$ cat src/rtl/mips_mc_if.sv
// Controller <-> datapath bundle for the multicycle MIPS core.
// master = control FSM, slave = datapath / monitor side.
interface mips_mc_if;
    logic [31:0] Instr;
    logic        zero;
    logic        mem_ready;
    logic [3:0]  p_state;
    logic        IorD;
    logic        MemWrite;
    logic        IRWrite;
    logic        PCEn;
    logic        RegDst;
    logic        MemtoReg;
    logic        RegWrite;
    logic        ALUSrcA;
    logic [1:0]  ALUSrcB;
    logic [1:0]  PCSrc;
    logic [2:0]  ALUControl;
    logic        illegal_op;

    modport master (
        input  Instr, zero, mem_ready,
        output p_state, IorD, MemWrite, IRWrite, PCEn, RegDst, MemtoReg,
               RegWrite, ALUSrcA, ALUSrcB, PCSrc, ALUControl, illegal_op
    );

    modport slave (
        output Instr, zero, mem_ready,
        input  p_state, IorD, MemWrite, IRWrite, PCEn, RegDst, MemtoReg,
               RegWrite, ALUSrcA, ALUSrcB, PCSrc, ALUControl, illegal_op
    );
endinterface

$ cat src/rtl/mips_mc_controller.sv
// Main control FSM of the multicycle MIPS datapath, with memory-ready stall,
// illegal-instruction detection and a retired-instruction counter.
//
// state   | meaning
// FETCH   | read instr at PC, PC += 4 (waits for mem_ready)
// DECODE  | branch target into ALUOut, dispatch on opcode
// MEMADR  | lw/sw effective address
// MEMRD   | load data read (waits for mem_ready)
// MEMWB   | load data -> rt
// MEMWR   | store (waits for mem_ready)
// EXECUTE | R-type ALU op
// ALUWB   | ALUOut -> rd
// BRANCH  | beq compare, PC <- target if zero
// ADDIEX  | A + SignImm
// ADDIWB  | ALUOut -> rt
// JUMP    | PC <- jump target
module mips_mc_controller #(
    parameter int CNT_W = 32
) (
    input  logic             clk,
    input  logic             reset,
    mips_mc_if.master        bus,
    output logic [CNT_W-1:0] instr_cnt
);

    typedef enum logic [3:0] {
        FETCH   = 4'd0,
        DECODE  = 4'd1,
        MEMADR  = 4'd2,
        MEMRD   = 4'd3,
        MEMWB   = 4'd4,
        MEMWR   = 4'd5,
        EXECUTE = 4'd6,
        ALUWB   = 4'd7,
        BRANCH  = 4'd8,
        ADDIEX  = 4'd9,
        ADDIWB  = 4'd10,
        JUMP    = 4'd11
    } state_t;

    typedef struct packed {
        logic       iord;
        logic       mem_write;
        logic       ir_write;
        logic       pc_write;
        logic       branch;
        logic       reg_dst;
        logic       mem_to_reg;
        logic       reg_write;
        logic       alu_src_a;
        logic [1:0] alu_src_b;
        logic [1:0] pc_src;
        logic [2:0] alu_control;
    } ctrl_t;

    localparam logic [5:0] OP_R    = 6'b000000;
    localparam logic [5:0] OP_LW   = 6'b100011;
    localparam logic [5:0] OP_SW   = 6'b101011;
    localparam logic [5:0] OP_BEQ  = 6'b000100;
    localparam logic [5:0] OP_ADDI = 6'b001000;
    localparam logic [5:0] OP_J    = 6'b000010;

    localparam logic [5:0] FN_ADD = 6'b100000;
    localparam logic [5:0] FN_SUB = 6'b100010;
    localparam logic [5:0] FN_AND = 6'b100100;
    localparam logic [5:0] FN_OR  = 6'b100101;
    localparam logic [5:0] FN_SLT = 6'b101010;

    localparam logic [2:0] ALU_ADD = 3'b010;
    localparam logic [2:0] ALU_SUB = 3'b110;
    localparam logic [2:0] ALU_AND = 3'b000;
    localparam logic [2:0] ALU_OR  = 3'b001;
    localparam logic [2:0] ALU_SLT = 3'b111;

    state_t     state_q, state_d;
    ctrl_t      ctrl_q;
    logic [5:0] opcode, funct;
    logic       r_legal, op_legal, illegal, retire;
    logic       unused_instr;

    assign opcode       = bus.Instr[31:26];
    assign funct        = bus.Instr[5:0];
    assign unused_instr = ^bus.Instr[25:6];

    function automatic logic [2:0] alu_for_funct(input logic [5:0] f);
        logic [2:0] a;
        a = ALU_ADD;
        case (f)
            FN_SUB:  a = ALU_SUB;
            FN_AND:  a = ALU_AND;
            FN_OR:   a = ALU_OR;
            FN_SLT:  a = ALU_SLT;
            default: a = ALU_ADD;
        endcase
        return a;
    endfunction

    // Moore decode of a state; the FSM registers this for the state it is entering.
    function automatic ctrl_t moore(input state_t s, input logic [5:0] f);
        ctrl_t c;
        c = '0;
        case (s)
            FETCH: begin
                c.ir_write    = 1'b1;
                c.pc_write    = 1'b1;
                c.alu_src_b   = 2'b01;
                c.alu_control = ALU_ADD;
            end
            DECODE: begin
                c.alu_src_b   = 2'b11;
                c.alu_control = ALU_ADD;
            end
            MEMADR, ADDIEX: begin
                c.alu_src_a   = 1'b1;
                c.alu_src_b   = 2'b10;
                c.alu_control = ALU_ADD;
            end
            MEMRD: c.iord = 1'b1;
            MEMWB: begin
                c.mem_to_reg = 1'b1;
                c.reg_write  = 1'b1;
            end
            MEMWR: begin
                c.iord      = 1'b1;
                c.mem_write = 1'b1;
            end
            EXECUTE: begin
                c.alu_src_a   = 1'b1;
                c.alu_control = alu_for_funct(f);
            end
            ALUWB: begin
                c.reg_dst   = 1'b1;
                c.reg_write = 1'b1;
            end
            BRANCH: begin
                c.alu_src_a   = 1'b1;
                c.alu_control = ALU_SUB;
                c.pc_src      = 2'b01;
                c.branch      = 1'b1;
            end
            ADDIWB: c.reg_write = 1'b1;
            JUMP: begin
                c.pc_src   = 2'b10;
                c.pc_write = 1'b1;
            end
            default: c = '0;
        endcase
        return c;
    endfunction

    assign r_legal  = (funct == FN_ADD) || (funct == FN_SUB) || (funct == FN_AND) ||
                      (funct == FN_OR)  || (funct == FN_SLT);
    assign op_legal = (opcode == OP_LW) || (opcode == OP_SW) || (opcode == OP_R) ||
                      (opcode == OP_BEQ) || (opcode == OP_ADDI) || (opcode == OP_J);
    assign illegal  = (state_q == DECODE) && (!op_legal || ((opcode == OP_R) && !r_legal));
    assign retire   = (state_q inside {MEMWB, ALUWB, BRANCH, ADDIWB, JUMP}) ||
                      ((state_q == MEMWR) && bus.mem_ready);

    always_comb begin
        state_d = FETCH;
        case (state_q)
            FETCH:   state_d = bus.mem_ready ? DECODE : FETCH;
            DECODE: begin
                case (opcode)
                    OP_LW, OP_SW: state_d = MEMADR;
                    OP_R:         state_d = r_legal ? EXECUTE : FETCH;
                    OP_BEQ:       state_d = BRANCH;
                    OP_ADDI:      state_d = ADDIEX;
                    OP_J:         state_d = JUMP;
                    default:      state_d = FETCH;
                endcase
            end
            MEMADR:  state_d = (opcode == OP_SW) ? MEMWR : MEMRD;
            MEMRD:   state_d = bus.mem_ready ? MEMWB : MEMRD;
            MEMWR:   state_d = bus.mem_ready ? FETCH : MEMWR;
            EXECUTE: state_d = ALUWB;
            ADDIEX:  state_d = ADDIWB;
            default: state_d = FETCH;
        endcase
    end

    always_ff @(posedge clk) begin
        if (reset) begin
            state_q   <= FETCH;
            ctrl_q    <= moore(FETCH, 6'd0);
            instr_cnt <= '0;
        end else begin
            state_q <= state_d;
            ctrl_q  <= moore(state_d, funct);
            if (retire)
                instr_cnt <= instr_cnt + {{(CNT_W-1){1'b0}}, 1'b1};
        end
    end

    assign bus.p_state    = state_q;
    assign bus.IorD       = ctrl_q.iord;
    assign bus.RegDst     = ctrl_q.reg_dst;
    assign bus.MemtoReg   = ctrl_q.mem_to_reg;
    assign bus.ALUSrcA    = ctrl_q.alu_src_a;
    assign bus.ALUSrcB    = ctrl_q.alu_src_b;
    assign bus.PCSrc      = ctrl_q.pc_src;
    assign bus.ALUControl = ctrl_q.alu_control;

    // Write enables are held off for the whole reset cycle so an aborted
    // instruction leaves no trace; fetch enables additionally wait for memory.
    assign bus.MemWrite   = ctrl_q.mem_write & ~reset;
    assign bus.RegWrite   = ctrl_q.reg_write & ~reset;
    assign bus.IRWrite    = ctrl_q.ir_write & bus.mem_ready & ~reset;
    assign bus.PCEn       = ((ctrl_q.pc_write & (~ctrl_q.ir_write | bus.mem_ready)) |
                             (ctrl_q.branch & bus.zero)) & ~reset;
    assign bus.illegal_op = illegal & ~reset;

endmodule

$ cat src/flat_wrapper.sv
// flat-port wrapper written by rule: the top's interface ports become plain ports
module mips_mc_controller_flat 
#(
    parameter int CNT_W = 32
)
  (clk, reset, instr_cnt, bus_Instr, bus_zero, bus_mem_ready, bus_p_state, bus_IorD, bus_MemWrite, bus_IRWrite, bus_PCEn, bus_RegDst, bus_MemtoReg, bus_RegWrite, bus_ALUSrcA, bus_ALUSrcB, bus_PCSrc, bus_ALUControl, bus_illegal_op);
  mips_mc_if bus_i ();
  input  logic clk;
  input  logic reset;
  output logic [CNT_W-1:0] instr_cnt;
  input wire logic [$bits(bus_i.Instr)-1:0] bus_Instr;
  input wire logic [$bits(bus_i.zero)-1:0] bus_zero;
  input wire logic [$bits(bus_i.mem_ready)-1:0] bus_mem_ready;
  output wire logic [$bits(bus_i.p_state)-1:0] bus_p_state;
  output wire logic [$bits(bus_i.IorD)-1:0] bus_IorD;
  output wire logic [$bits(bus_i.MemWrite)-1:0] bus_MemWrite;
  output wire logic [$bits(bus_i.IRWrite)-1:0] bus_IRWrite;
  output wire logic [$bits(bus_i.PCEn)-1:0] bus_PCEn;
  output wire logic [$bits(bus_i.RegDst)-1:0] bus_RegDst;
  output wire logic [$bits(bus_i.MemtoReg)-1:0] bus_MemtoReg;
  output wire logic [$bits(bus_i.RegWrite)-1:0] bus_RegWrite;
  output wire logic [$bits(bus_i.ALUSrcA)-1:0] bus_ALUSrcA;
  output wire logic [$bits(bus_i.ALUSrcB)-1:0] bus_ALUSrcB;
  output wire logic [$bits(bus_i.PCSrc)-1:0] bus_PCSrc;
  output wire logic [$bits(bus_i.ALUControl)-1:0] bus_ALUControl;
  output wire logic [$bits(bus_i.illegal_op)-1:0] bus_illegal_op;
  assign bus_i.Instr = bus_Instr;
  assign bus_i.zero = bus_zero;
  assign bus_i.mem_ready = bus_mem_ready;
  assign bus_p_state = bus_i.p_state;
  assign bus_IorD = bus_i.IorD;
  assign bus_MemWrite = bus_i.MemWrite;
  assign bus_IRWrite = bus_i.IRWrite;
  assign bus_PCEn = bus_i.PCEn;
  assign bus_RegDst = bus_i.RegDst;
  assign bus_MemtoReg = bus_i.MemtoReg;
  assign bus_RegWrite = bus_i.RegWrite;
  assign bus_ALUSrcA = bus_i.ALUSrcA;
  assign bus_ALUSrcB = bus_i.ALUSrcB;
  assign bus_PCSrc = bus_i.PCSrc;
  assign bus_ALUControl = bus_i.ALUControl;
  assign bus_illegal_op = bus_i.illegal_op;
  mips_mc_controller #(.CNT_W(CNT_W)) u_core (.clk(clk), .reset(reset), .bus(bus_i), .instr_cnt(instr_cnt));
endmodule
$ cat config.mk
export PLATFORM = sky130hd
export DESIGN_NAME = mips_mc_controller_flat
export DESIGN_NICKNAME = d
export VERILOG_FILES = /design/src/rtl/mips_mc_if.sv /design/src/rtl/mips_mc_controller.sv /design/src/flat_wrapper.sv
export SDC_FILE = /design/constraint.sdc
export NUM_CORES = 1
export LEC_CHECK = 0
export CAP_MARGIN = 20
export CORE_MARGIN = 5
export CORE_UTILIZATION = 46
export CTS_CLUSTER_DIAMETER = 40
export DETAILED_ROUTE_END_ITERATION = 6
export GPL_TIMING_DRIVEN = 0
export PLACE_DENSITY_LB_ADDON = 0.1
export SYNTH_ARGS = -nofsm -noshare
export SYNTH_HDL_FRONTEND = slang
export SYNTH_SLANG_ARGS = --single-unit
export TNS_END_PERCENT = 50
$ cat constraint.sdc
create_clock -name clk -period 2.61 [get_ports clk]
set_clock_uncertainty 0.05 [all_clocks]
set_input_delay 0.261 -clock clk [delete_from_list [all_inputs] [get_ports clk]]
set_output_delay 0.261 -clock clk [all_outputs]
set_load 0.05 [all_outputs]
## Word level (Yosys, flattened, before mapping)

Cells that the tools add are included.

| storage, ports and cells | value |
|---|---|
| bits in registers | 52 |
| bits of input ports | 36 |
| output and inout port bits | 52 |
| logic and storage cells | 106 |

| cells by class | value |
|---|---|
| $add $sub $neg | 1 |
| equal/unequal tests | 32 |
| mux-type cells | 20 |
| bitwise operators | 12 |
| reduce and logical (&&, ||, !) cells | 27 |

Operator list:

| cell | count |
|---|---|
| $eq 6x6->1 const B | 7 |
| $add 32x1->32 const B | 1 |
| $eq 4x3->1 const B | 8 |
| $eq 4x4->1 const B | 8 |
| $pmux 4 s7 | 1 |
| $pmux 4 s5 | 1 |
| $eq 4x2->1 const B | 4 |
| $mux 3 | 4 |
| $pmux 3 s4 | 1 |
| $logic_or 1x1->1 | 11 |
| $mux 1 | 10 |
| $pmux 3 s3 | 1 |
| $and 1x1->1 | 8 |
| $eq 4x1->1 const B | 2 |
| $logic_not 4->1 | 2 |
| $reduce_or 2->1 | 4 |
| $reduce_or 4->1 | 2 |
| $eq 6x2->1 const B | 1 |
| $eq 6x3->1 const B | 1 |
| $eq 6x4->1 const B | 1 |
| $logic_not 6->1 | 1 |
| $pmux 2 s3 | 1 |
| $reduce_bool 5->1 | 1 |
| $pmux 2 s2 | 1 |
| 5 further kinds | 10 |

## Logic depth before layout (Yosys ltp)

Gate-level depths: netlist of the first run.

| logic depth | value |
|---|---|
| depth in word-level cells | 11 |
| mapped depth | 8 |
| mapped depth without buffers | 5 |

## Least setup slack after synthesis of the first run

OpenSTA, ideal clock, no wires.

| timing path | value |
|---|---|
| path type | register -> output |
| from | reg u_core.state_q[0], in the netlist u_core.bus.p_state[0] |
| to | out bus_illegal_op |
| arrival | 3,634 ps |
| required time | 2,299 ps |
| setup slack | -1,335 ps |
| stages on the path, launching flop included | 4 |
| path buffers | 0 |
| cell sequence | dfxtp_1 -> nor3b_2 -> nand2b_1 -> a2111oi_0 |

| on the way | value |
|---|---|
| longest elaborated chain between the ends | 3 |

RTL lines:

| item | RTL line | source |
|---|---|---|
| start, declared | mips_mc_controller.sv:75 | `state_t state_q, state_d;` |
| start signal, assigned | mips_mc_controller.sv:188 | `state_q <= state_d;` |
| $eq 4x1->1 | mips_mc_controller.sv:155 | `assign illegal = (state_q == DECODE) && (!op_legal \|\| ((opcode == OP_R) && !r_legal));` |
| $logic_and 1x1->1 | mips_mc_controller.sv:155 |  |
| $and 1x1->1 | mips_mc_controller.sv:211 | `assign bus.illegal_op = illegal & ~reset;` |
| end, declared | flat_wrapper.sv:26 | `output wire logic [$bits(bus_i.illegal_op)-1:0] bus_illegal_op;` |

Every way passes these cells.

## Worst setup path in the final report of the first run

| timing path | value |
|---|---|
| from | reg u_core.state_q[0], in the netlist u_core.bus.p_state[0] |
| to | reg u_core.instr_cnt[28] |

| on the way | value |
|---|---|
| longest elaborated chain between the ends | 3 |
| elaborated cells between the ends (all ways) | 9 |
| those cells by class | 6 x eq/ne; 3 x reduce/logical |

RTL lines:

| item | RTL line | source |
|---|---|---|
| $eq 4x3->1, or another cell as far along | mips_mc_controller.sv:156 | `assign retire = (state_q inside {MEMWB, ALUWB, BRANCH, ADDIWB, JUMP}) \|\|` |
| $reduce_bool 5->1 or $logic_and 1x1->1 (tied branches) | mips_mc_controller.sv:156, mips_mc_controller.sv:157 |  |
| $logic_or 1x1->1 (*) | mips_mc_controller.sv:156 |  |
| end signal, assigned | mips_mc_controller.sv:191 | `instr_cnt <= instr_cnt + {{(CNT_W-1){1'b0}}, 1'b1};` |
| end, declared | mips_mc_controller.sv:23 | `output logic [CNT_W-1:0] instr_cnt` |

Mark *: on every way between the ends. The rest lies on a longest branch, timed or not.
A chain may end at the register's enable or synchronous reset.

==> results of run 1 <==
-- how the worst max path moves through the flow --
stage	start	endpoint	slack (ns)
floorplan	u_core.bus.p_state[0]	bus_illegal_op	0.02
global placement	reset	bus_PCEn	-0.33
detailed placement	reset	bus_PCEn	-0.32
CTS	bus_Instr[29]	bus_illegal_op	0.01
global route	u_core.bus.p_state[2]	u_core.instr_cnt[28]	0.002
finish	u_core.bus.p_state[0]	u_core.instr_cnt[28]	0.20
-- layout make-up --
type                            count  area, sq um  share of cell area
Timing Repair Buffer               66          658               0.188
Sequential cell                    51         1020               0.292
Tap cell                           72         90.1              0.0258
Clock buffer                        5         68.8              0.0197
Buffer                             22          116              0.0333
Clock inverter                      3         43.8              0.0125
Multi-Input combinational cell    237         1470               0.420
Inverter                            8         30.0             0.00859
-- report_power, final --
part | total (uW) | internal, uW | switching (uW)
clock network | 549 | 286 | 263
logic | 136 | 54.1 | 82.2
registers | 787 | 783 | 4.02
-- placed cells by master, fill, tap and decap left out, types with 9 or more instances in the layout --
cell | netlist | final
dfxtp_1 | 51 | 51
nand3_1 | 17 | 17
nand2_1 | 22 | 22
clkbuf_1 | 10 | 9
a21oi_1 | 34 | 34
nand4_1 | 13 | 13
o21ai_0 | 22 | 22
o31ai_1 | 13 | 13
clkdlybuf4s50_1 | 0 | 64
nor2_1 | 15 | 15
or4_1 | 12 | 12
or3_1 | 13 | 13
-- cell usage after synthesis, types with 2 or more instances --
library cell | number | area [sq um]
a21oi_1 | 34 | 170
a31oi_1 | 3 | 18.8
and2_1 | 4 | 25.0
and3_1 | 4 | 25.0
and4_1 | 4 | 35.0
buf_2 | 4 | 20.0
buf_4 | 7 | 52.6
clkbuf_1 | 10 | 37.5
dfxtp_1 | 51 | 1020
inv_1 | 8 | 30.0
nand2_1 | 22 | 82.6
nand2b_1 | 6 | 37.5
nand3_1 | 17 | 85.1
nand3b_1 | 2 | 15.0
nand4_1 | 13 | 81.3
nand4b_1 | 3 | 26.3
nor2_1 | 15 | 56.3
nor2b_1 | 8 | 50.1
nor3_1 | 4 | 20.0
nor3b_1 | 2 | 15.0
nor4_1 | 3 | 18.8
nor4b_1 | 2 | 17.5
o21ai_0 | 22 | 110
o31ai_1 | 13 | 97.6
or3_1 | 13 | 81.3
or4_1 | 12 | 90.1
xnor2_1 | 2 | 17.5
xor2_1 | 5 | 43.8
-- routing by layer --
layer  GRT usage  up-vias
li1            -     1341
met1       0.275     1210
met2       0.292       66
met3      0.0384       10
met4      0.0475        0
met5           0        -
-- critical path, delay by kind of cell (launching register included) --
kind	cells	cell delay, ns
simple gates	3	0.72
flops	1	0.47
compound gates	1	0.38
mux	1	0.38
buf+inv	1	0.30
-- state kept, by name, indices dropped and copies added, names as in the netlist --
| register | cells |
|---|---|
| u_core.bus.p_state | 4 |
| u_core.bus.ALUControl | 3 |
| u_core.bus.MemtoReg | 1 |
| u_core.bus.ALUSrcB | 2 |
| u_core.ctrl_q | 5 |
| u_core.bus.ALUSrcA | 1 |
| u_core.bus.PCSrc | 1 |
| u_core.bus.RegDst | 1 |
| u_core.bus.IorD | 1 |
| u_core.instr_cnt | 32 |
-- through the flow --
stage          area (sq um)  cells   util  worst slack [ns]
3_3_place_gp           3380    456  0.611            -0.328
5_1_grt                3500    464  0.631           0.00183
2_1_floorplan          2630    318      -            0.0175
6_report               3500    464  0.631             0.203
3_5_place_dp           3380    456  0.611            -0.322
4_1_cts                3500    464  0.631            0.0144
-- logic make-up (layout without fill, tap and decap cells) --
group	Yosys count	in the layout	synth area share
simple gates	142	142	0.321
compound gates	85	85	0.200
flops	51	51	0.389
buf+inv	30	104	0.0548
xor+xnor	7	7	0.0233
mux	2	2	0.00810
fa+ha+maj	1	1	0.00476
==> run metrics, run 1 <==
post-synthesis sequential area ratio=0.389; # nets final=428; crit share post-route=0.922; root buffer cell=clkbuf_8; Final min period=2.41 ns; largest net degree at the start of global routing=17; Residual DRC=0; die area=7320 sq um; R2R Setup Slk=0.20 ns; CP Cell Sequence=nor2b_1 > o21ai_2 > nand3_1 > clkbuf_1 > nor4_1 > mux2_2; worst vdd ir=0.000297 V; CTS Buf Count=5; vias in the first global route=2,477; Yosys reg bits=51; crit path kind=reg -> reg; Cell variety after synth=53; max_slew headroom=0.629; Critical Path End Type=flop; worst r2r src=u_core.bus.p_state[0]; PwrDens=421 nW/um^2; worst-path fanout max=10; Die Ht=85.6 um; critical path startpoint category=flop; DR vias=2,627; RSZ-0062 raised after global routing=false; Horiz. Die Dim=85.6 um; drt via density=5.66; GPL Wtd Cong=0.846; clock transition at the registers of the reported paths=0.09 ns; CP max stage delay=0.47 ns; diode count=0; worst r2r dst=u_core.instr_cnt[28]; clock sinks=51; min-delay worst type=reg -> reg; PortBufs=66; Slew Limit Fails=0; Synthesis Warnings=0; initial antenna violation count=0; setup bufs post-CTS=0; Async S/R FF share, synth=0; Clock Tree Buf Depth=2; core area=5540 sq um; Mapped Area=2630 sq um; Detailed Place HPWL=5.03 mm; Initial Util=0.474; Ports=88; Least-Margin Pin Slew=0.550 ns; top sig layer=met4; CTS tree=done; post-synth net total=355; WHS Endpoint=u_core.instr_cnt[31]; total chip power=1470 uW; Tot GR Track Use=0.191; EDFF count, synth=0; row cnt=27; CTS H-Tree Depth=2; Synth Flop Type=dfxtp_1; worst hold path startpoint=u_core.instr_cnt[31]; hold_ws=0.449 ns; maximum clock rate=415 MHz; cell depth of the worst hold path=2; grt ovf=0; Antenna Violating Nets Remaining=0; Routed WL=6.80 mm; first-pass GRT wire length=11.6 mm; Worst EP required=2.75 ns; Synth Area per Inst=8.26 sq um; per-cell routed wire length=14.7 um; max-cap violations=0; Worst-Skew Late Latency=0.31 ns; status=complete, no violations; DR pass1 iterations=4; routed wl met3=397 um; Syn-to-layout area delta=33.1%; Syn Inst Count=318; Final setup viols=0; Slowest cell on crit path=dfxtp_1; FILL cells=507; post-CTS sizing=3; leakage power=0.00117 uW; met1 WL=3.39 mm; Detailed Route Iter0 Violations=193; crit path DAT=2.55 ns; Register-to-Register Path Depth=6; share of layout cells above drive strength 1=0.0893; CTS Hold Bufs=0; Setup TNS=0 ns; met2 WL=2.93 mm; final hold violations=0
No activity file was read; power rests on OpenSTA's default activity.
==> run 2, diff against run 1 <==
--- a/config.mk
+++ b/config.mk
@@ -12,6 +12,7 @@
 export DETAILED_ROUTE_END_ITERATION = 6
 export GPL_TIMING_DRIVEN = 0
 export PLACE_DENSITY_LB_ADDON = 0.1
+export SETUP_SLACK_MARGIN = 0.4
 export SYNTH_ARGS = -nofsm -noshare
 export SYNTH_HDL_FRONTEND = slang
 export SYNTH_SLANG_ARGS = --single-unit
==> run 2 against run 1 <==
Net effect:
- worst hold slack better by 0.0011 ns
- sequential power hardly changed
- count of clock-buffer cells in the layout up 1
- register-to-register slack gained 0.32 ns
- routed wire length is 1.7% higher
- global-route usage decreased by 0.70 points
- first-iteration DRC count fell by 5.7%
- die area unchanged
- sequential cell count stayed put
- core utilization rose by 2.3 points
- highest routed layer unchanged
- sequential share of layout area fell by 0.78 points
- combinational power increased by 6%
==> run metrics, run 2 (synthesized netlist as in run 1, its figures left out) <==
hold_ws=0.450 ns (was 0.449 ns); delay-heaviest family, CP=buffers and inverters (was simple AND/OR/NAND/NOR gates); critical path's most frequent cell=clkdlybuf4s50_1; CP max stage delay=0.80 ns (was 0.47 ns); CTS H-Tree Depth=2 (unchanged); worst vdd ir=0.000325 V (was 0.000297 V); Clock Tree Buf Depth=2 (unchanged); drt via density=5.79 (was 5.66); die area=7320 sq um (unchanged); Setup TNS=0 ns (unchanged); PwrDens=382 nW/um^2 (was 421 nW/um^2); CP bufs+invs=2 (was 1); per-cell routed wire length=14.8 um (was 14.7 um); Worst EP required=2.30 ns (was 2.75 ns); Tot GR Track Use=0.184 (was 0.191); min-delay worst type=reg -> reg (unchanged); register area=1030 sq um (was 1020 sq um); Die Ht=85.6 um (unchanged); clock sinks=51 (unchanged); Least-Margin Pin Slew=0.600 ns (was 0.550 ns); cell depth of the worst hold path=2 (unchanged); core area=5540 sq um (unchanged); Final min period=2.19 ns (was 2.41 ns); Ports=88 (unchanged); final hold violations=0 (unchanged); crit path DAT=1.88 ns (was 2.55 ns); Detailed Place HPWL=5.09 mm (was 5.03 mm); Syn-to-layout area delta=37.9% (was 33.1%); CTS tree=done (unchanged); row cnt=27 (unchanged); Worst-Skew Late Latency=0.30 ns (was 0.31 ns); Routed WL=6.92 mm (was 6.80 mm); Detailed Route Iter0 Violations=182 (was 193); Horiz. Die Dim=85.6 um (unchanged); Antenna Violating Nets Remaining=0 (unchanged); RSZ-0062 raised after global routing=true (was false); clock transition at the registers of the reported paths=0.08 ns (was 0.09 ns); maximum clock rate=456 MHz (was 415 MHz); CTS Buf Count=5 (unchanged); crit share post-route=0.840 (was 0.922); max-cap violations=0 (unchanged); PortBufs=66 (unchanged); Register-to-Register Path Depth=5 (was 6); Initial Util=0.474 (unchanged); # nets final=432 (was 428); DR pass1 iterations=4 (unchanged); initial antenna violation count=0 (unchanged); Multi-input gate area=1580 sq um (was 1470 sq um); CP Cell Sequence=clkdlybuf4s50_1 > and3_1 > clkdlybuf4s50_1 (was nor2b_1 > o21ai_2 > nand3_1 > clkbuf_1 > nor4_1 > mux2_2); grt ovf=0 (unchanged); status=complete, no violations (unchanged); Slowest cell on crit path=clkdlybuf4s50_1 (was dfxtp_1); FILL cells=479 (was 507); largest net degree at the start of global routing=15 (was 17); max_slew headroom=0.596 (was 0.629); first-pass GRT wire length=11.2 mm (was 11.6 mm); Biggest register=u_core.instr_cnt (unchanged); GPL Wtd Cong=0.855 (was 0.846); DR vias=2,703 (was 2,627); root buffer cell=clkbuf_8 (unchanged); critical path startpoint category=input port (was flop); leakage power=0.00123 uW (was 0.00117 uW); worst-path fanout max=7 (was 10); total chip power=1390 uW (was 1470 uW); Slew Limit Fails=0 (unchanged); share of layout cells above drive strength 1=0.154 (was 0.0893); critical path depth=3 (was 6); Final setup viols=0 (unchanged); Residual DRC=0 (unchanged); crit path kind=in -> out (was reg -> reg); most common cell after layout, fill and taps aside=clkdlybuf4s50_1 (unchanged); most frequent cells in the layout=58 x clkdlybuf4s50_1, 44 x dfxtp_1, 34 x a21oi_1 (was 64 x clkdlybuf4s50_1, 51 x dfxtp_1, 34 x a21oi_1); vias in the first global route=2,346 (was 2,477); max FFs per register=32 (unchanged); diode count=0 (unchanged); Critical Path End Type=output pin (was flop)
==> run 2: final cells by class <==
type                    count  area share
clock inverters             1     0.00138
flip-flops and latches     51       0.284
clock buffers               6      0.0228
well taps                  72      0.0249
inverters                   8     0.00829
repair buffers             69       0.187
plain buffers              22      0.0349
multi-input cells         238       0.436
==> run 2: routing by layer <==
metal  vias to the layer above  share of wire  routed length, um  GRT usage
li1                       1346              -                  -          -
met1                      1272           0.47               3240      0.260
met2                        77           0.47               3220      0.289
met3                         8          0.055                382     0.0413
met4                         0          0.010                 72     0.0345
met5                         -              0                  0          0
==> run 2: tightest hold or removal path, stage by stage (launching register included) <==
cell,delay (ns)
dfxtp_1,0.33
o31ai_1,0.07
a21oi_1,0.05
==> run 2: timing repair <==
action / 4_1_cts / 5_1_grt
hold buffers: 0 / 0
pin swaps: 0 / 2
resized for setup: 21 / 28
endpoints found under the setup margin: 19 / 26
gates cloned: 0 / 1
buffers inserted: 0 / 3
==> run 2: metrics by stage <==
stage	worst slack, ns	instances	cell area, sq um	utilization
3_3_place_gp	-0.359	456	3400	0.614
4_1_cts	0.332	463	3520	0.635
2_1_floorplan	0.435	318	2650	-
3_5_place_dp	-0.333	456	3400	0.614
5_1_grt	0.373	467	3620	0.654
6_report	0.416	467	3620	0.654
==> run 2: path summary, 6_finish.rpt <==
path | start | end | slack, ns
setup / recovery | bus_mem_ready | bus_IRWrite | 0.42
hold / removal | u_core.instr_cnt[31] | u_core.instr_cnt[31] | 0.45
setup reg to reg | u_core.bus.p_state[1] | u_core.ctrl_q[12] | 0.52
hold reg to reg | u_core.instr_cnt[31] | u_core.instr_cnt[31] | 0.45
==> run 2: where the power goes <==
part           switching (uW)  internal, uW
Combinational            88.1          55.9
Sequential               4.69           783
Clock                     245           209
==> run 3, diff against run 2 <==
--- a/config.mk
+++ b/config.mk
@@ -7,7 +7,7 @@
 export LEC_CHECK = 0
 export CAP_MARGIN = 20
 export CORE_MARGIN = 5
-export CORE_UTILIZATION = 46
+export CORE_UTILIZATION = 41
 export CTS_CLUSTER_DIAMETER = 40
 export DETAILED_ROUTE_END_ITERATION = 6
 export GPL_TIMING_DRIVEN = 0
==> constraint.sdc (replaced) <==
create_clock -name clk -period 2 [get_ports clk]
set_clock_uncertainty 0.05 [all_clocks]
set_input_delay 0.2 -clock clk [delete_from_list [all_inputs] [get_ports clk]]
set_output_delay 0.2 -clock clk [all_outputs]
set_load 0.05 [all_outputs]
==> run 3 against run 2 <==
Net effect:
- first-iteration DRC count fell by 0.55%
- register-to-register slack got worse by 0.45 ns
- core utilization rose by 9.2 points
- via count rose by 10%
- largest power group unchanged
- critical path depth rose by 2
- clock power rose by 57%
==> run metrics, run 3 (synthesized netlist as in run 1, its figures left out) <==
per-cell routed wire length=17.1 um (was 14.8 um); drt via density=5.74 (was 5.79); clock sinks=51 (unchanged); CTS Buf Count=5 (unchanged); grt ovf=0 (unchanged); Slew Limit Fails=0 (unchanged); share of layout cells above drive strength 1=0.459 (was 0.154); maximum clock rate=518 MHz; most common cell after layout, fill and taps aside=buf_4 (was clkdlybuf4s50_1); crit path kind=reg -> reg (was in -> out); Residual DRC=0 (unchanged); final hold violations=0 (unchanged); Final setup viols=0 (unchanged); Tot GR Track Use=0.202 (was 0.184); CP Cell Sequence=nor2b_4 > or4b_4 > a31o_4 > and2_4 > a311o_1 (was clkdlybuf4s50_1 > and3_1 > clkdlybuf4s50_1); critical path startpoint category=flop (was input port); worst vdd ir=0.000328 V (was 0.000325 V); row cnt=29 (was 27); Critical Path End Type=flop (was output pin); setup ws final=0.0707 ns (was 0.416 ns); root buffer cell=clkbuf_8 (unchanged); crit share post-route=0.965; Slowest cell on crit path=or4b_4 (was clkdlybuf4s50_1); design area=4690 sq um (was 3620 sq um); Worst-Skew Late Latency=0.31 ns (was 0.30 ns); RSZ-0062 raised after global routing=true (unchanged); Multi-input gate area=2000 sq um (was 1580 sq um); Syn-to-layout area delta=78.3% (was 37.9%); first-pass GRT wire length=13.9 mm (was 11.2 mm); Biggest register=u_core.instr_cnt (unchanged); Post-Route Utilization=0.746 (was 0.654); PwrDens=415 nW/um^2 (was 382 nW/um^2); max-cap violations=0 (unchanged); Clock Tree Buf Depth=2 (unchanged); leakage power=0.00176 uW (was 0.00123 uW); die area=8110 sq um (was 7320 sq um); max_slew headroom=0.551 (was 0.596); total chip power=1950 uW (was 1390 uW); delay-heaviest family, CP=simple AND/OR/NAND/NOR gates (was buffers and inverters); Least-Margin Pin Slew=0.669 ns (was 0.600 ns); core area=6280 sq um (was 5540 sq um); register area=1120 sq um (was 1030 sq um); status=complete, no violations (unchanged); CTS Hold Bufs=0 (unchanged); CP bufs+invs=0 (was 2); clock transition at the registers of the reported paths=0.09 ns (was 0.08 ns); crit path DAT=2.08 ns (was 1.88 ns); largest net degree at the start of global routing=16 (was 15); Area after DPL=3640 sq um (was 3400 sq um); vias in the first global route=2,872 (was 2,346); DR pass1 iterations=5 (was 4); pre-CTS setup slack=-0.852 ns (was -0.333 ns); Worst EP required=2.15 ns (was 2.30 ns); PortBufs=66 (unchanged); Antenna Violating Nets Remaining=0 (unchanged); min-delay worst type=reg -> reg (unchanged); most frequent cells in the layout=44 x buf_4, 42 x clkdlybuf4s50_1, 23 x dfxtp_4 (was 58 x clkdlybuf4s50_1, 44 x dfxtp_1, 34 x a21oi_1); Detailed Route Iter0 Violations=181 (was 182); Ports=88 (unchanged); Detailed Place HPWL=5.39 mm (was 5.09 mm); CTS H-Tree Depth=2 (unchanged); Routed WL=8.87 mm (was 6.92 mm); FILL cells=433 (was 479); GPL Wtd Cong=0.838 (was 0.855); diode count=0 (unchanged); DR vias=2,977 (was 2,703); Die Ht=90.1 um (was 85.6 um); max FFs per register=32 (unchanged); Horiz. Die Dim=90.1 um (was 85.6 um); initial antenna violation count=1 (was 0); worst-path fanout max=6 (was 7); CP max stage delay=0.50 ns (was 0.80 ns); # nets final=478 (was 432); CTS tree=done (unchanged); Final min period=1.93 ns; Initial Util=0.419 (was 0.474)
## run 3: worst min-delay path: stages, from the launching register on
cell	delay (ns)
dfxtp_2	0.35
nand2_1	0.05
a21oi_1	0.05
## run 3: cell type report
| cell class | count | share of cell area |
|---|---|---|
| multi-input combinational | 237 | 0.428 |
| sequential | 51 | 0.238 |
| timing repair buffer | 116 | 0.234 |
| buffer | 22 | 0.0494 |
| clock buffer | 7 | 0.0230 |
| tap | 77 | 0.0206 |
| inverter | 8 | 0.00641 |
| clock inverter | 1 | 0.00107 |
## run 3: final timing paths
path	startpoint	to	slack (ns)	cells after the start
worst max-delay path	u_core.bus.p_state[1]	u_core.ctrl_q[12]	0.07	5
worst min-delay path	u_core.instr_cnt[1]	u_core.instr_cnt[1]	0.43	2
worst max register to register	u_core.bus.p_state[1]	u_core.ctrl_q[12]	0.07	5
worst min register to register	u_core.instr_cnt[1]	u_core.instr_cnt[1]	0.43	2
## run 3: layer usage
metal / vias up / wire length [um] / part of all wire / GRT usage
met2: 85 / 4290 / 0.48 / 0.325
met3: 14 / 497 / 0.056 / 0.0518
met4: 0 / 118 / 0.013 / 0.0571
met1: 1443 / 3960 / 0.45 / 0.267
li1: 1435 / - / - / -
met5: - / 0 / 0 / 0
## run 3: timing repair
action	in CTS	in global routing
gates resized for setup	104	73
buffers inserted	39	8
cloned	2	1
setup endpoints to repair	101	89
pin swaps	36	25
## run 3: per-stage QoR
stage,std cells,hold WS (ns),setup TNS [ns]
2_1_floorplan,318,0.335,0
3_3_place_gp,461,0.413,-10.04
3_5_place_dp,461,0.415,-11.92
4_1_cts,510,0.430,0
5_1_grt,519,0.454,0
6_report,519,0.431,0
## run 3: report_power, final
group	internal (uW)	switching (uW)	total [uW]	leakage [uW]
clock	355	355	711	0.0000594
sequential	992	6.73	999	0.000434
combinational	96.8	139	236	0.00127
